File: config.mk
export PLATFORM = sky130hd
export DESIGN_NAME = spi_master_ctrl_flat
export DESIGN_NICKNAME = d
export VERILOG_FILES = /design/src/rtl/spi_master_ctrl_pkg.sv /design/src/rtl/spi_master_ctrl_if.sv /design/src/rtl/spi_sck_gen.sv /design/src/rtl/spi_master_ctrl.sv /design/src/flat_wrapper.sv
export SDC_FILE = /design/constraint.sdc
export NUM_CORES = 1
export LEC_CHECK = 0
export CELL_PAD_IN_SITES_DETAIL_PLACEMENT = 1
export CELL_PAD_IN_SITES_GLOBAL_PLACEMENT = 1
export CORE_MARGIN = 2
export CORE_UTILIZATION = 38
export CTS_BUF_LIST = sky130_fd_sc_hd__clkbuf_16
export DETAILED_ROUTE_END_ITERATION = 8
export HOLD_SLACK_MARGIN = 0.02
export PLACE_DENSITY_LB_ADDON = 0.12
export SYNTH_ARGS = -nofsm -noshare
export SYNTH_HDL_FRONTEND = slang
export SYNTH_HIERARCHICAL = 1
export SYNTH_SLANG_ARGS = --single-unit
File: constraint.sdc
create_clock -name clk -period 2.55 [get_ports clk]
set_clock_uncertainty 0.2 [all_clocks]
set_input_delay 0.3825 -clock clk [delete_from_list [all_inputs] [get_ports clk]]
set_output_delay 0.3825 -clock clk [all_outputs]
set_load 0.1 [all_outputs]
File: src/rtl/spi_master_ctrl_pkg.sv
// Shared definitions for the SPI master controller: FSM state encoding,
// parameter defaults and counter widths.
package spi_master_ctrl_pkg;

  localparam int DEF_DATA_W  = 8;
  localparam int DEF_CLK_DIV = 4;
  localparam int DIV_CNT_W   = 8;

  typedef enum logic [2:0] {
    ST_IDLE  = 3'd0,
    ST_LEAD  = 3'd1,
    ST_SHIFT = 3'd2,
    ST_TRAIL = 3'd3,
    ST_DONE  = 3'd4
  } spi_state_e;

endpackage

File: src/rtl/spi_master_ctrl_if.sv
// Host handshake and SPI pin bundle for spi_master_ctrl.
interface spi_master_ctrl_if #(
  parameter int DATA_W = 8
);
  logic              start;
  logic [DATA_W-1:0] tx_data;
  logic              busy;
  logic              done;
  logic [DATA_W-1:0] rx_data;
  logic              SPI_SCK;
  logic              SPI_MOSI;
  logic              SPI_MISO;
  logic              SPI_SS;

  modport master (
    input  start, tx_data, SPI_MISO,
    output busy, done, rx_data, SPI_SCK, SPI_MOSI, SPI_SS
  );

  modport slave (
    output start, tx_data, SPI_MISO,
    input  busy, done, rx_data, SPI_SCK, SPI_MOSI, SPI_SS
  );
endinterface

File: src/rtl/spi_sck_gen.sv
// SPI clock divider: while enabled, toggles sck every CLK_DIV clk cycles and
// flags which edge the coming clk edge produces; held low when disabled.
module spi_sck_gen
  import spi_master_ctrl_pkg::*;
#(
  parameter int CLK_DIV = DEF_CLK_DIV
) (
  input  logic clk,
  input  logic rst,
  input  logic en,
  output logic sck,
  output logic rise_pulse,
  output logic fall_pulse
);

  localparam logic [DIV_CNT_W-1:0] DIV_LAST = DIV_CNT_W'(CLK_DIV - 1);

  logic [DIV_CNT_W-1:0] r_div_cnt;
  logic                 r_sck;
  logic                 w_wrap;

  assign w_wrap = en && (r_div_cnt == DIV_LAST);

  // divider counter and SCK flop; counter wraps on every toggle
  always_ff @(posedge clk) begin
    if (rst) begin
      r_div_cnt <= '0;
      r_sck     <= 1'b0;
    end else if (!en) begin
      r_div_cnt <= '0;
      r_sck     <= 1'b0;
    end else if (w_wrap) begin
      r_div_cnt <= '0;
      r_sck     <= ~r_sck;
    end else begin
      r_div_cnt <= r_div_cnt + DIV_CNT_W'(1);
    end
  end

  assign sck        = r_sck;
  assign rise_pulse = w_wrap & ~r_sck;
  assign fall_pulse = w_wrap & r_sck;

endmodule

File: src/rtl/spi_master_ctrl.sv
// SPI master (CPOL=0, MSB first): frame FSM, bit counter and shift registers;
// SCK comes from spi_sck_gen, which runs only in SHIFT.
module spi_master_ctrl
  import spi_master_ctrl_pkg::*;
#(
  parameter int DATA_W  = DEF_DATA_W,
  parameter int CLK_DIV = DEF_CLK_DIV
) (
  input logic               clk,
  input logic               rst,
  spi_master_ctrl_if.master bus
);

  localparam int                   BIT_W    = $clog2(DATA_W + 1);
  localparam logic [BIT_W-1:0]     BIT_LAST = BIT_W'(DATA_W);
  localparam logic [DIV_CNT_W-1:0] DIV_LAST = DIV_CNT_W'(CLK_DIV - 1);

  spi_state_e           r_state;
  spi_state_e           w_state_nxt;
  logic [BIT_W-1:0]     r_bit_cnt;
  logic [DIV_CNT_W-1:0] r_wait_cnt;
  logic [DATA_W-1:0]    r_tx_sh;
  logic [DATA_W-1:0]    r_rx_sh;
  logic [DATA_W-1:0]    r_rx_data;
  logic                 r_ss;
  logic                 r_busy;
  logic                 r_done;
  logic                 w_sck_en;
  logic                 w_sck;
  logic                 w_rise;
  logic                 w_fall;
  logic                 w_wait_end;

  assign w_sck_en   = (r_state == ST_SHIFT);
  assign w_wait_end = (r_wait_cnt == DIV_LAST);

  spi_sck_gen #(.CLK_DIV(CLK_DIV)) u_sck_gen (
    .clk        (clk),
    .rst        (rst),
    .en         (w_sck_en),
    .sck        (w_sck),
    .rise_pulse (w_rise),
    .fall_pulse (w_fall)
  );

  // next-state logic; SHIFT ends on the fall that follows the last rise
  always_comb begin
    w_state_nxt = r_state;
    case (r_state)
      ST_IDLE:  if (bus.start) w_state_nxt = ST_LEAD;  else w_state_nxt = ST_IDLE;
      ST_LEAD:  if (w_wait_end) w_state_nxt = ST_SHIFT; else w_state_nxt = ST_LEAD;
      ST_SHIFT: begin
        if (w_fall && (r_bit_cnt == BIT_LAST)) w_state_nxt = ST_TRAIL;
        else                                   w_state_nxt = ST_SHIFT;
      end
      ST_TRAIL: if (w_wait_end) w_state_nxt = ST_DONE; else w_state_nxt = ST_TRAIL;
      ST_DONE:  w_state_nxt = ST_IDLE;
      default:  w_state_nxt = ST_IDLE;
    endcase
  end

  // state register and datapath; MOSI is the tx shift register MSB
  always_ff @(posedge clk) begin
    if (rst) begin
      r_state    <= ST_IDLE;
      r_bit_cnt  <= '0;
      r_wait_cnt <= '0;
      r_tx_sh    <= '0;
      r_rx_sh    <= '0;
      r_rx_data  <= '0;
      r_ss       <= 1'b0;
      r_busy     <= 1'b0;
      r_done     <= 1'b0;
    end else begin
      r_state <= w_state_nxt;
      r_done  <= (r_state == ST_TRAIL) && w_wait_end;
      case (r_state)
        ST_IDLE: begin
          if (bus.start) begin
            r_tx_sh    <= bus.tx_data;
            r_rx_sh    <= '0;
            r_bit_cnt  <= '0;
            r_wait_cnt <= '0;
            r_ss       <= 1'b1;
            r_busy     <= 1'b1;
          end
        end
        ST_LEAD: begin
          r_wait_cnt <= w_wait_end ? '0 : r_wait_cnt + DIV_CNT_W'(1);
        end
        ST_SHIFT: begin
          if (w_rise) r_bit_cnt <= r_bit_cnt + BIT_W'(1);
          if (w_fall) begin
            r_tx_sh <= {r_tx_sh[DATA_W-2:0], 1'b0};
            r_rx_sh <= {r_rx_sh[DATA_W-2:0], bus.SPI_MISO};
          end
        end
        ST_TRAIL: begin
          r_wait_cnt <= w_wait_end ? '0 : r_wait_cnt + DIV_CNT_W'(1);
          if (w_wait_end) r_rx_data <= r_rx_sh;
        end
        ST_DONE: begin
          r_ss   <= 1'b0;
          r_busy <= 1'b0;
        end
        default: begin
          r_ss   <= 1'b0;
          r_busy <= 1'b0;
        end
      endcase
    end
  end

  assign bus.SPI_SCK  = w_sck;
  assign bus.SPI_MOSI = r_tx_sh[DATA_W-1];
  assign bus.SPI_SS   = r_ss;
  assign bus.busy     = r_busy;
  assign bus.done     = r_done;
  assign bus.rx_data  = r_rx_data;

endmodule
File: src/flat_wrapper.sv
// flat-port wrapper written by rule: the top's interface ports become plain ports
module spi_master_ctrl_flat import spi_master_ctrl_pkg::*;
#(
  parameter int DATA_W  = DEF_DATA_W,
  parameter int CLK_DIV = DEF_CLK_DIV
)
  (clk, rst, bus_start, bus_tx_data, bus_SPI_MISO, bus_busy, bus_done, bus_rx_data, bus_SPI_SCK, bus_SPI_MOSI, bus_SPI_SS);
  spi_master_ctrl_if #(.DATA_W(DATA_W)) bus_i ();
  input logic clk;
  input logic rst;
  input wire logic [$bits(bus_i.start)-1:0] bus_start;
  input wire logic [$bits(bus_i.tx_data)-1:0] bus_tx_data;
  input wire logic [$bits(bus_i.SPI_MISO)-1:0] bus_SPI_MISO;
  output wire logic [$bits(bus_i.busy)-1:0] bus_busy;
  output wire logic [$bits(bus_i.done)-1:0] bus_done;
  output wire logic [$bits(bus_i.rx_data)-1:0] bus_rx_data;
  output wire logic [$bits(bus_i.SPI_SCK)-1:0] bus_SPI_SCK;
  output wire logic [$bits(bus_i.SPI_MOSI)-1:0] bus_SPI_MOSI;
  output wire logic [$bits(bus_i.SPI_SS)-1:0] bus_SPI_SS;
  assign bus_i.start = bus_start;
  assign bus_i.tx_data = bus_tx_data;
  assign bus_i.SPI_MISO = bus_SPI_MISO;
  assign bus_busy = bus_i.busy;
  assign bus_done = bus_i.done;
  assign bus_rx_data = bus_i.rx_data;
  assign bus_SPI_SCK = bus_i.SPI_SCK;
  assign bus_SPI_MOSI = bus_i.SPI_MOSI;
  assign bus_SPI_SS = bus_i.SPI_SS;
  spi_master_ctrl #(.DATA_W(DATA_W), .CLK_DIV(CLK_DIV)) u_core (.clk(clk), .rst(rst), .bus(bus_i));
endmodule
==> results of run 1 <==
==> worst max path at each step <==
stage	slack, ns	cells after the start	end	start
floorplan	0.04	8	u_core/r_bit_cnt[3]$_SDFFE_PP0P_	u_core/bus.done$_SDFF_PP0_
detailed placement	0.27	7	u_core/r_bit_cnt[3]$_SDFFE_PP0P_	u_core/r_state[1]$_SDFF_PP0_
global route	0.01	7	u_core/r_bit_cnt[3]$_SDFFE_PP0P_	u_core/r_state[1]$_SDFF_PP0_
CTS	0.25	7	u_core/r_bit_cnt[3]$_SDFFE_PP0P_	u_core/r_state[1]$_SDFF_PP0_
global placement	0.30	7	u_core/r_bit_cnt[3]$_SDFFE_PP0P_	u_core/r_state[1]$_SDFF_PP0_
finish	0.27	7	u_core/r_bit_cnt[3]$_SDFFE_PP0P_	u_core/r_state[1]$_SDFF_PP0_
==> stage by stage <==
step / hold WS [ns] / cell area (um2) / setup slack [ns] / utilization (%) / power [uW]
6_report: 0.2580 / 2577 / 0.2690 / 47.10 / 1571
3_5_place_dp: 0.2565 / 2435 / 0.2689 / 44.49 / 944.1
3_3_place_gp: 0.2469 / 2435 / 0.3015 / 44.49 / 942.6
4_1_cts: 0.2652 / 2577 / 0.2485 / 47.10 / 1597
2_1_floorplan: 0.2312 / 2152 / 0.04106 / - / 899.5
5_1_grt: 0.2937 / 2577 / 0.01350 / 47.10 / 1649
==> sequential cells by signal (all words and copies together) (netlist names) <==
name,count
u_core/u_sck_gen/sck,1
u_core/bus.rx_data,8
u_core/bus.done,1
u_core/r_state,2
u_core/r_wait_cnt,8
u_core/r_rx_sh,8
u_core/bus.busy,1
u_core/r_bit_cnt,4
u_core/u_sck_gen/r_div_cnt,8
u_core/r_tx_sh,8
==> layer usage <==
| metal | GRT usage (%) | vias up |
|---|---|---|
| li1 | - | 890 |
| met1 | 21.36 | 838 |
| met2 | 26.27 | 18 |
| met3 | 2.955 | 6 |
| met4 | 4.655 | 0 |
| met5 | 0 | - |
==> worst register-to-register path, cell delays in order (launching register included) <==
cell and delay, ns:
sky130_fd_sc_hd__dfxtp_1 0.45, sky130_fd_sc_hd__nor3b_2 0.23, sky130_fd_sc_hd__nor4b_2 0.36, sky130_fd_sc_hd__nand3b_1 0.15
sky130_fd_sc_hd__inv_1 0.11, sky130_fd_sc_hd__nand2_2 0.09, sky130_fd_sc_hd__or3_1 0.35, sky130_fd_sc_hd__a211oi_1 0.24
==> cell usage in the layout, fill, tap and decap left out, drive strengths merged, types with 2 or more instances in the layout <==
cell type	synthesis	routed
nor2	35	35
nand2b	3	3
a311oi	2	2
dfxtp	49	49
clkbuf	4	5
ha	4	4
nand2	19	19
nor4	2	2
a21oi	16	16
nor4b	4	4
nand3	21	21
o21ai	5	5
xor2	4	4
nor3	8	8
buf	7	19
or3	4	4
clkdlybuf4s50	0	11
a21o	2	2
xnor2	2	2
nand4	2	2
mux2i	17	17
a211oi	8	8
inv	7	9
and3	2	2
o2111ai	2	2
==> power by group through the flow <==
| stage | Clock, uW | Sequential, uW | Combinational (uW) |
|---|---|---|---|
| finish | 647 | 792 | 132 |
| global route | 711 | 794 | 144 |
| CTS | 670 | 792 | 135 |
| detailed placement | 0 | 810 | 135 |
| global placement | 0 | 809 | 133 |
| floorplan | 0 | 826 | 73.4 |
==> kinds of logic after synthesis <==
group	count (synthesis)	synth area share [%]
xor gates and xnor gates	6	2.445
and+or+nand+nor	104	25.26
adders and majority gates	4	2.328
AOI/OAI and AO/OA	40	12.46
buffers and inverters	18	3.958
muxes	17	7.916
DFF	49	45.63
==> area by class of cell <==
cell class / instances / area, um2
clock inverter: 3 / 17.52
tap: 72 / 90.09
timing repair buffer: 30 / 252.7
fill: 656 / 2895
clock buffer: 5 / 125.1
sequential: 49 / 982.2
multi-input combinational: 171 / 1084
inverter: 7 / 26.28
==> run summary, run 1 <==
The flow ran to the end, and the final reports show no timing, DRC or antenna violations. In the post-synthesis netlist, the cell with the most instances is sky130_fd_sc_hd__dfxtp_1. Along the worst path, the maximum fanout reaches 5. Once the clock tree was built, the setup fixing pass inserted 0 buffers. Data arrives at the worst endpoint at 2.28 ns. Entering global routing, the biggest net connects 31 pins. The count of final max-slew check failures was 0; the layout overhead on the synthesized area was 19.91%.

Total number of H-tree levels: 2. Before antenna repair, the detailed router went through 4 iterations. The overall via count from detail_route is 1752, and the fraction of synthesized cell area taken by the top area cell type is 45.63%. Capture endpoint of the worst hold path: u_core/r_rx_sh[7]$_SDFFE_PP0P_. The tools report the worst flop-to-flop path endpoint as u_core/r_bit_cnt[3]$_SDFFE_PP0P_.

The gate family responsible for the most delay along the worst path is simple AND/OR/NAND/NOR gates. Number of global-route vias before repair: 1695. Setup repair after global routing left no endpoint under its margin. TritonCTS built the clock tree. The count of nets left with antenna violations once routing finished came out at 0. The wire-length estimate of the detail-placed layout is 3.244 mm. The number of cells on the worst reg-to-reg path is 7.

The area of the core was 5473 um2; the power density over cell area was 609.5 nW/um2. The static leakage was 0.0009957 uW. The run gives 8.128 mm as the wire length of the first global-routing pass. After synthesis, the most frequently instantiated cells are sky130_fd_sc_hd__dfxtp_1 (49), sky130_fd_sc_hd__nor2_1 (35), sky130_fd_sc_hd__nand3_1 (21), sky130_fd_sc_hd__nand2_1 (18), sky130_fd_sc_hd__mux2i_1 (17). The largest single stage delay on the critical path is 0.45 ns. Summed over all layers, the routed wires come to 4.613 mm. The worst setup path is captured at a register. The routed length on met1 is 2.277 mm, and the area of the die is 6274 um2. In this run the count of I/O pins placed on the die edge is 25. The clock network power share is 41.2%, and the highest clock rate is 0.4384 GHz. The synthesized netlist occupies a cell area of 2150 um2. The number of placement rows was 27. The logs give 2 for the clock tree buffer depth and 0 for the total congestion overflow.

Once the clock tree was built, the resizer swapped 0 gates to a different size. The starting utilization of the core area is 39.28%. In the final layout, the share of cells above drive strength 1 is 13.96%. Share of the cycle needed by the critical path after routing: 89.45%. The worst hold path begins at u_core/r_rx_sh[7]$_SDFFE_PP0P_.

The total of max-cap violations was 0. The root buffer cell chosen for the clock tree is sky130_fd_sc_hd__clkbuf_16. The final hold violation count came out at 0. The top layer reached by signal wires is met4. Wire segments on met2 add up to 2.148 mm in the final route.

In this run the critical register-to-register path is launched from u_core/r_state[1]$_SDFF_PP0_. Number of buffers created by CTS: 5. The total of buffers placed on input and output ports was 24; the sequential group share of total power was 50.4%. The flip-flop and latch count after synthesis was 49; the post-synthesis cell type count was 40. Per report_power, the combinational group accounts for 8.4% of the total. Slowest cell on the critical path: sky130_fd_sc_hd__dfxtp_1.

Instance count of the mapped netlist: 238. Traced cell by cell, the critical path runs through nor3b_2 > nor4b_2 > nand3b_1 > inv_1 > nand2_2 > or3_1 > a211oi_1. STA classifies the critical path startpoint as a register.

The worst path buffer plus inverter count works out to 1. The number of nets produced by synthesis is 254. After clock tree synthesis, the clock-pin slew on the worst setup and hold paths is 0.07 ns. The setup violation total in the final timing report is 0. The critical path in this run is classified as reg -> reg. For the clock latency reported for the late side of the worst-skew pair, the log shows 0.29 ns. For this run, the post-layout net count is 280.

For this design, the CTS-stage hold fixing added 0 buffers. The residual DRC count is 0. The instance count along the most critical hold path is 2, and the number of antenna violations at the first check in global routing is 0. Clock tree synthesis found a total of 49 sinks. IR analysis of the VDD net gives a maximum drop of 0.2623 mV.

The congestion estimate from routability-driven global placement came to 0.7149. The worst slew margin relative to its limit was 46.00%; the average cell area after synthesis was 9.032 um2. After the flow finishes, the layout carries non-filler instances totaling 337. The run gives 132 um as the met3 layer wire length in the routed design. Global routing used 15.97% of the available tracks across all layers. The run gives 76 as the number of DRC markers after the initial detailed-route iteration. Classification of the worst-slack hold path: reg -> reg. Power spent charging and discharging nets: 381.9 uW. The tools report the sequential element share of the synthesized area as 45.63%. The cell-internal power was 1189 uW.

The logs give 2.55 ns for the required time of the critical path and 0.27 ns for the minimum setup slack among reg-to-reg paths. By area the synthesized netlist is led by sky130_fd_sc_hd__dfxtp_1 (46%), sky130_fd_sc_hd__mux2i_1 (7.9%), sky130_fd_sc_hd__nor2_1 (6.1%). In this run the vertical extent of the chip is 79.21 um. The repair_antennas step left the layout with diodes totalling 0. Using the TritonRoute via totals, the vias-per-cell ratio works out to 5.199. The width of the die was 79.21 um; the warning count from the yosys run was 6.

After detailed placement, the design holds a cell count of 329. Yosys mapped a number of flops with a built-in enable equal to 0. The shortest clock period the worst path allows after layout works out to 2.281 ns. After routing, the total negative slack on setup checks comes to 0 ns. The largest total area in the synthesized netlist belongs to sky130_fd_sc_hd__dfxtp_1.

In this run switching power makes up 24.31% of total power. At the pin with the least slew margin, the transition time is 0.8099 ns. The async set-reset flop share out of synthesis was 0%. For this run, the leading register cell type out of synthesis is sky130_fd_sc_hd__dfxtp_1. In the final routed layout, each cell accounts on average for 13.69 um.
No activity file was read; power rests on OpenSTA's default activity.
==> inputs of run 2 (changes only) <==
--- a/config.mk
+++ b/config.mk
@@ -10,6 +10,7 @@
 export CORE_MARGIN = 2
 export CORE_UTILIZATION = 38
 export CTS_BUF_LIST = sky130_fd_sc_hd__clkbuf_16
+export CTS_CLUSTER_DIAMETER = 60
 export DETAILED_ROUTE_END_ITERATION = 8
 export HOLD_SLACK_MARGIN = 0.02
 export PLACE_DENSITY_LB_ADDON = 0.12
==> results of run 2 <==
The final DEF is identical to that of run 1; final timing and power are the same.
==> inputs of run 3 (changes only) <==
--- a/config.mk
+++ b/config.mk
@@ -7,7 +7,7 @@
 export LEC_CHECK = 0
 export CELL_PAD_IN_SITES_DETAIL_PLACEMENT = 1
 export CELL_PAD_IN_SITES_GLOBAL_PLACEMENT = 1
-export CORE_MARGIN = 2
+export CORE_MARGIN = 4
 export CORE_UTILIZATION = 38
 export CTS_BUF_LIST = sky130_fd_sc_hd__clkbuf_16
 export CTS_CLUSTER_DIAMETER = 60
==> run 3 against run 2 <==
Compared with the run above: register-to-register slack about the same; critical path depth stayed put; largest power group unchanged; critical path type unchanged; clock power up 3.6%; via count rose by 0.29%; non-clock buffer count shrank 1; sequential power about the same; highest routed layer unchanged; combinational power about the same; worst setup slack better by 0.012 ns; fmax grew 0.54%; flip-flop and latch count stayed put.
==> run summary, run 3 (synthesis results as in run 1) <==
Clock latency reported for the late side of the worst-skew pair: 0.29 ns. For the weighted congestion at the end of routability-driven global placement, the log shows 0.7242. Once layout is complete, the cells apart from fillers number 336. Detailed placement ended at an HPWL of 3.175 mm.

Tracing the worst setup path back leads to its startpoint at u_core/r_state[1]$_SDFF_PP0_. In the routed layout, each cell is associated on average with a via count of 5.229. The number of nets with antenna violations after detailed routing was 0. The critical path goes through nor3b_2 > nor4b_2 > nand3b_1 > inv_1 > nand2_2 > or3_1 > a211oi_1. The number of cells on the worst reg-to-reg path is 7. TritonCTS built the clock tree. In the final routed layout, each cell accounts on average for 13.82 um.

In the finished design, the share of the clock period the worst path needs comes to 88.97%. Across all register-to-register paths, the minimum setup slack is 0.28 ns. The clock tree buffer depth is 2, and the total congestion overflow is 0. In the routed design, unresolved DRC markers number 0. The tools report the number of placement rows as 27. The worst register-to-register path ends at u_core/r_bit_cnt[3]$_SDFFE_PP0P_. The count of boundary I/O pins was 25. Total of max-cap violations: 0. Cell chosen for the clock root: sky130_fd_sc_hd__clkbuf_16.

The routed length on met1 is 2.307 mm. The count of nets after finishing was 279; the fill cell instance count of the final layout was 641. The worst endpoint data arrival time is 2.28 ns, and the met3 layer wire length in the routed design is 151 um. The power density over cell area came out at 616.4 nW/um2. Cells fill 47.03% of the core in the end. In this design, the stage delay of the slowest critical-path cell is 0.45 ns. The logs give 0 for the antenna diode count and 0 ns for the sum of negative setup slack. At the worst endpoint, the required time is 2.56 ns. The area growth from synthesis to layout is 20.49%.

The number of DRC markers after the initial detailed-route iteration was 55. In this run the critical register-to-register path is launched from u_core/r_state[1]$_SDFF_PP0_. For this design, the slowest cell found on the critical path is sky130_fd_sc_hd__dfxtp_1.

The setup violation total in the final timing report was 0; the post-CTS setup buffer count was 0. For the maximum number of pins on one net before global-route repair, the log shows 33. The worst hold path begins at u_core/r_rx_sh[7]$_SDFFE_PP0P_.

Most common library cell in the layout ignoring fill and taps: sky130_fd_sc_hd__dfxtp_1. The library cells used most frequently in the layout, excluding fill and tap cells, are sky130_fd_sc_hd__dfxtp_1 (48), sky130_fd_sc_hd__nor2_1 (35), sky130_fd_sc_hd__nand3_1 (21). STA classifies the critical path endpoint as a register. For this configuration, the core starts out at a cell density of 39.04%. In this run the tool buffered the top-level ports with 24 buffer cells. Headroom to the max-slew limit came out at 47.21%. Critical setup path kind: reg -> reg.

After layout, the minimum clock period comes to 2.269 ns. The width of the die is 83.21 um, and the overall via count from detail_route is 1757. Of the cells placed in the final design, the portion with a size suffix greater than 1 is 14.02%.

For this design, the CTS-stage hold fixing added 0 buffers. The cell count after placement was 328; the hold slack was 0.2638 ns. Power consumption: 1596 uW. The number of gates resized after cts was 0.

The maximum fanout along the worst path came out at 5. The total area inside the core boundary comes to 5507 um2. In this design, the largest share of critical-path delay is due to simple AND/OR/NAND/NOR gates. The first TritonRoute pass finished after 2 iterations.

For the number of antenna violations at the first check in global routing, the log shows 0. In this run the number of H-tree levels came out at 2. Global routing used 14.29% of the available tracks.

For the pin with the worst max-slew slack, the measured transition is 0.7919 ns. The worst hold path belongs to the class reg -> reg. The total length of routed wires is 4.642 mm, and the worst path buffer plus inverter count is 1. The highest layer touched by signal routing is met4.

The number of clock sinks is 49, and the static leakage is 0.0009899 uW. Derived from the worst setup path, the maximum achievable clock frequency is 0.4408 GHz. The number of global-route vias before repair was 1804.

Wire segments on met2 add up to 2.113 mm in the final route. The tools report the capture endpoint of the worst hold path as u_core/r_rx_sh[7]$_SDFFE_PP0P_. Clock-pin slew was measured on the worst setup and hold paths at 0.07 ns. The count of final max-slew check failures came out at 0.

The instance count along the most critical hold path was 2. The number of clock buffers added by TritonCTS is 5. The peak supply drop came out at 0.2991 mV. The floorplan step set the die height to 83.21 um. The flow ran to the end, and the final reports show no timing, DRC or antenna violations. The die covers 6924 um2.

The final hold violation count is 0, and the wire length of the first global-routing pass is 8.211 mm. Setup repair after global routing left no endpoint under its margin. STA classifies the critical path startpoint as a register.
run 3: final cells by class:
| cell class | count | area [um2] | area share [%] |
|---|---|---|---|
| clock buffers | 5 | 125.1 | 4.831 |
| clock inverters | 3 | 25.02 | 0.9662 |
| inverters | 7 | 26.28 | 1.014 |
| multi-input cells | 171 | 1084 | 41.84 |
| flip-flops and latches | 49 | 982.2 | 37.92 |
| well taps | 72 | 90.09 | 3.478 |
| repair buffers | 29 | 257.7 | 9.952 |
run 3: where the power goes:
group          internal, uW  switching [uW]  total (uW)
logic                  49.2            86.1         135
clock network           369             301         670
registers               780            11.4         791
run 3: metrics by stage:
step | cell area [um2] | setup slack [ns]
2_1_floorplan | 2152 | 0.04106
3_3_place_gp | 2440 | 0.3681
3_5_place_dp | 2440 | 0.2898
4_1_cts | 2590 | 0.2785
5_1_grt | 2590 | 0.1453
6_report | 2590 | 0.2813
run 3: tightest hold or removal path, stage by stage, from the launching register on:
cell,delay [ns]
sky130_fd_sc_hd__dfxtp_1,0.31
sky130_fd_sc_hd__nand2_1,0.05
sky130_fd_sc_hd__a21oi_1,0.05
run 3: routing by layer:
metal | vias up | track usage [%]
li1 | 895 | -
met1 | 836 | 17.95
met2 | 21 | 23.69
met3 | 5 | 3.373
met4 | 0 | 5.349
met5 | - | 0
run 3: how the worst max path moves through the flow:
stage / end / cells past startpoint / slack, ns
finish: u_core/r_bit_cnt[3]$_SDFFE_PP0P_ / 7 / 0.28
global route: u_core/r_bit_cnt[3]$_SDFFE_PP0P_ / 7 / 0.15
CTS: u_core/r_bit_cnt[3]$_SDFFE_PP0P_ / 7 / 0.28
detailed placement: u_core/r_bit_cnt[3]$_SDFFE_PP0P_ / 7 / 0.29
global placement: u_core/r_bit_cnt[3]$_SDFFE_PP0P_ / 7 / 0.37
floorplan: u_core/r_bit_cnt[3]$_SDFFE_PP0P_ / 8 / 0.04
==> RTL edit 1, RTL diff (config.mk and constraints of run 1) <==
Change the package constant `DEF_DATA_W` from 8 to 16.
--- a/src/rtl/spi_master_ctrl_pkg.sv
+++ b/src/rtl/spi_master_ctrl_pkg.sv
@@ -2,7 +2,7 @@
 // parameter defaults and counter widths.
 package spi_master_ctrl_pkg;
 
-  localparam int DEF_DATA_W  = 8;
+  localparam int DEF_DATA_W  = 16;
   localparam int DEF_CLK_DIV = 4;
   localparam int DIV_CNT_W   = 8;
 
Interface: changed (resized bus_rx_data and bus_tx_data); port bits go from 25 to 41. No check against the original RTL was run, so the function may have changed too.
==> RTL edit 1 against run 1 <==
- wire length rose by 60%
- design area increased by 54%
- area after synthesis rose by 50%
- via count up 46%
- count of clock-buffer cells in the layout increased by 5
- setup slack better by 38 ps
- critical path depth is the same
- sequential cell count is 25 higher
- core utilization rose by 1.3 points
- power rose by 76%
- largest cell class unchanged
==> RTL edit 1: results (changes against run 1) <==
Critical path:
- The endpoint arrival time on the critical path is 2270 ps.
- The stage delay of the slowest cell on the critical path is 390 ps (-60 ps).
- The largest fanout of any net on the critical path is 46 (+41).
- The cell family contributing the most delay on the critical path is simple AND/OR/NAND/NOR gates.
- For this design, the slowest cell found on the critical path is sky130_fd_sc_hd__dfxtp_1.

Route:
- The total via count in the routed design is 2560 (+46%).
- The first-pass detailed-route iteration total came to 4 (unchanged).
- The number of DRC markers in iteration 0 is 47 (-38%).
- The total detailed-routing wirelength was 7374 um (+60%).

GRT:
- The combined global-route utilization of all metal layers came to 17.12% (+1.2 points).
- The first-pass GRT wire length is 12500 um (+54%).
- The number of antenna violations at the first check in global routing was 0 (unchanged).
- The largest net degree at the start of global routing came to 47 (+52%).
- The overall overflow remaining after global route is 0 (unchanged).

Cells and area:
- The final net count is 403 (+44%).
- The number of antenna repair diodes is 0 (unchanged).
- The number of fillers in the final layout is 940 (+43%).
- The share of layout cells above drive strength 1 is 16.71% (+2.7 points).
- The count of placed standard cells in the final layout, fillers left out is 488 (+45%).

Logic synthesis:
- The share of flip-flops with an asynchronous set or reset was 0% (unchanged).
- The unique cell type count in the Yosys netlist is 41 (+2.5%).
- The gate count of the mapped netlist is 342 (+44%).
- Yosys attributes the largest share of cell area to sky130_fd_sc_hd__dfxtp_1, sky130_fd_sc_hd__mux2i_1, sky130_fd_sc_hd__nor2_1, sky130_fd_sc_hd__a21oi_1, sky130_fd_sc_hd__nand3_1.
- The commonest cells after synthesis are sky130_fd_sc_hd__dfxtp_1, sky130_fd_sc_hd__nor2_1, sky130_fd_sc_hd__mux2i_1, sky130_fd_sc_hd__a21oi_1, sky130_fd_sc_hd__nand3_1.
- The net count after synthesis is 366 (+44%).
- The register bit count reported by yosys is 74 (+51%).
- The Yosys warning count was 6 (unchanged).
- The sequential fraction of the synthesis area is 46.07% (+0.44 points).

Placed design:
- The global placer's final weighted congestion came to 0.8048 (+13%).
- The estimated wirelength of the detail-placed design was 4674 um (+44%).
- The count of input and output buffers is 40 (+67%).
- The worst slack at placement is 255.3 ps (-13.58 ps).
- The number of placed instances with taps included is 473 (+44%).
- The total placed instance area is 3638 um2 (+49%).

Power:
- The highest ir drop seen on vdd is 332.1 uV (+27%).
- The leakage power was 0.001538 uW (+54%).

Clock tree:
- The clock latency at the later pin of the worst-skew pair was 320 ps (+30 ps).
- The number of setup buffers added after CTS came to 0 (unchanged).
- The buffer depth of the longest clock path came to 2 (unchanged).
- The H-tree depth is 3 (+1).
- The number of buffers created by CTS is 9 (+4).
- The clock input transition at the sequential cells of the worst setup and hold paths is 60 ps.
- The clock tree root buffer cell is sky130_fd_sc_hd__clkbuf_16.

Min path:
- The worst hold path belongs to the class in -> reg.

STA:
- The worst relative slew slack came to 53.02% (+7.0 points).

Run status:
- The run finished with clean final reports.
RTL edit 1: routing by layer:
layer / vias to the layer above / track usage (%) / share of wire (%)
li1: 1283 / - / -
met1: 1233 / 23.16 / 49
met2: 36 / 27.14 / 47
met3: 8 / 2.976 / 2.9
met4: 0 / 6.667 / 1.2
met5: - / 0 / 0
RTL edit 1: power by group:
group          total (uW)  internal, uW  switching [uW]
clock network        1370           907             466
logic                 202          77.8             124
registers            1200          1180            15.0
total                2770          2170             605
RTL edit 1: timing repair:
item / in CTS / in global routing
endpoints found under the setup margin: 0 / 1
gates resized for setup: 0 / 1
hold buffers: 0 / 0
RTL edit 1: logic make-up after synthesis:
kind of cell             Yosys count  share of synthesized area (%)
AO/OA/AOI/OAI                     68                          14.79
XOR/XNOR                           7                          1.907
adder cells (fa/ha/maj)            4                          1.556
buffers and inverters             31                          5.603
flip-flops                        74                          46.07
multiplexers                      32                          9.961
AND/OR/NAND/NOR                  126                          20.12
RTL edit 1: worst paths after layout:
check / depth (start not counted) / start / end / slack (ps)
max: 7 / u_core/u_sck_gen/r_div_cnt[0] / u_core/r_tx_sh[4] / 310
min: 2 / rst / u_core/r_wait_cnt[3] / 170
max reg2reg: 7 / u_core/u_sck_gen/r_div_cnt[0] / u_core/r_tx_sh[4] / 310
min reg2reg: 2 / u_core/r_rx_sh[15] / u_core/r_rx_sh[15] / 270
RTL edit 1: area by class of cell:
class	instances	area [um2]	share of cell area, %
Timing Repair Buffer	49	422.9	10.64
Clock inverter	5	77.57	1.952
Tap cell	105	131.4	3.305
Clock buffer	10	250.2	6.295
Inverter	8	30.03	0.7554
Sequential cell	74	1485	37.36
Multi-Input combinational cell	237	1578	39.69
==> RTL edit 2, RTL diff (flow settings as in run 1) <==
Made on the original files. Re-encode `spi_state_e` (5 states) as one-hot, 5 bits wide.
--- a/src/rtl/spi_master_ctrl_pkg.sv
+++ b/src/rtl/spi_master_ctrl_pkg.sv
@@ -6,12 +6,12 @@
   localparam int DEF_CLK_DIV = 4;
   localparam int DIV_CNT_W   = 8;
 
-  typedef enum logic [2:0] {
-    ST_IDLE  = 3'd0,
-    ST_LEAD  = 3'd1,
-    ST_SHIFT = 3'd2,
-    ST_TRAIL = 3'd3,
-    ST_DONE  = 3'd4
+  typedef enum logic [4:0] {
+    ST_IDLE  = 5'b00001,
+    ST_LEAD  = 5'b00010,
+    ST_SHIFT = 5'b00100,
+    ST_TRAIL = 5'b01000,
+    ST_DONE  = 5'b10000
   } spi_state_e;
 
 endpackage
Behaviour: same outputs for any inputs over 10 cycles, from zero or initial values and one cycle with rst high; not proved beyond that.
==> RTL edit 2 against run 1 <==
- via count is 25% higher
- global-route usage is 0.85 points higher
- area after synthesis is 12% higher
- die area is 11% higher
- core utilization is 2.7 points higher
- setup slack worse by 190 ps
- power is 9.7% higher
- design area is 17% higher
- sequential cell count is 2 higher
- sequential share of layout area is 4.0 points lower
- sequential power is 4.7% higher
- fmax is 7.8% lower
- wire length is 34% higher
- largest power group unchanged
- highest routed layer unchanged
==> RTL edit 2: results (changes against run 1) <==
Run status:
- The run finished with clean final reports.

Cells and area:
- The design area came to 3003 um2 (+17%).
- The number of non-clock buffers in the layout is 48 (+60%).
- The clock network contribution to total cell area is 4.917% (-0.62 points).
- The relative area of non-clock buffer cells in the final design was 13.17% (+3.4 points).
- The share of layout cells above drive strength 1 came to 21.45% (+7.5 points).
- The number of fillers in the final layout is 722 (+10%).
- The sequential cell area share is 34.12% (-4.0 points).
- The layout sequential cell count was 51 (+4.1%).
- The final net count is 332 (+19%).

Logic synthesis:
- The area fraction in compound gates after synthesis is 16.21% (+3.8 points).
- The unique cell type count in the Yosys netlist is 47 (+18%).
- The sequential fraction of the synthesis area is 42.52% (-3.1 points).
- The mux contribution to synthesized area is 3.752% (-4.2 points).

GRT:
- The first-pass GRT wire length came to 9901 um (+22%).
- The largest net degree at the start of global routing is 26 (-16%).
- The combined global-route utilization of all metal layers came to 16.82% (+0.85 points).
- The via count of the first global-routing pass was 2055 (+21%).

Floorplan:
- The horizontal extent of the die came to 83.49 um (+5.4%).

Critical path:
- The slowest stage of the critical path belongs to the cell sky130_fd_sc_hd__or3_4.
- The largest fanout of any net on the critical path is 7 (+2).
- The setup slack of the most critical reg-to-reg path came to 80 ps (-190 ps).

Power:
- The net switching power of the design is 463.1 uW (+21%).
- The leakage power came to 0.001149 uW (+15%).

Route:
- The number of DRC markers in iteration 0 is 100 (+32%).
- The final routed wire length divided by cell count was 15.76 um (+15%).

Placed design:
- The global placer's final weighted congestion is 0.7588 (+6.1%).

Clock tree:
- The TritonCTS sink count came to 51 (+4.1%).
-- RTL edit 2: stage by stage --
stage | setup slack (ps) | cells | hold WS (ps)
6_report | 76.46 | 392 | 271.8
5_1_grt | -70.24 | 392 | 295.2
4_1_cts | 6.603 | 387 | 275.8
3_5_place_dp | 34.79 | 379 | 265.7
3_3_place_gp | 114.6 | 379 | 254.3
2_1_floorplan | -427.1 | 280 | 241.1
-- RTL edit 2: layer usage --
layer	wire length, um	global-route usage, %
met1	3043	23.96
met4	28	3.226
met5	0	0
met3	207	3.165
met2	2900	26.83
-- RTL edit 2: power groups by stage --
stage	combinational [uW]	sequential [uW]	clock [uW]
floorplan	110	873	0
finish	212	829	683
detailed placement	196	846	0
global placement	194	845	0
global route	227	832	735
CTS	198	827	708
-- RTL edit 2: cells by family after synthesis --
group                      after synthesis
buffers and inverters                   31
and+or+nand+nor                        120
xor gates and xnor gates                 6
adders and majority gates                4
muxes                                    9
DFF                                     51
AOI/OAI and AO/OA                       59
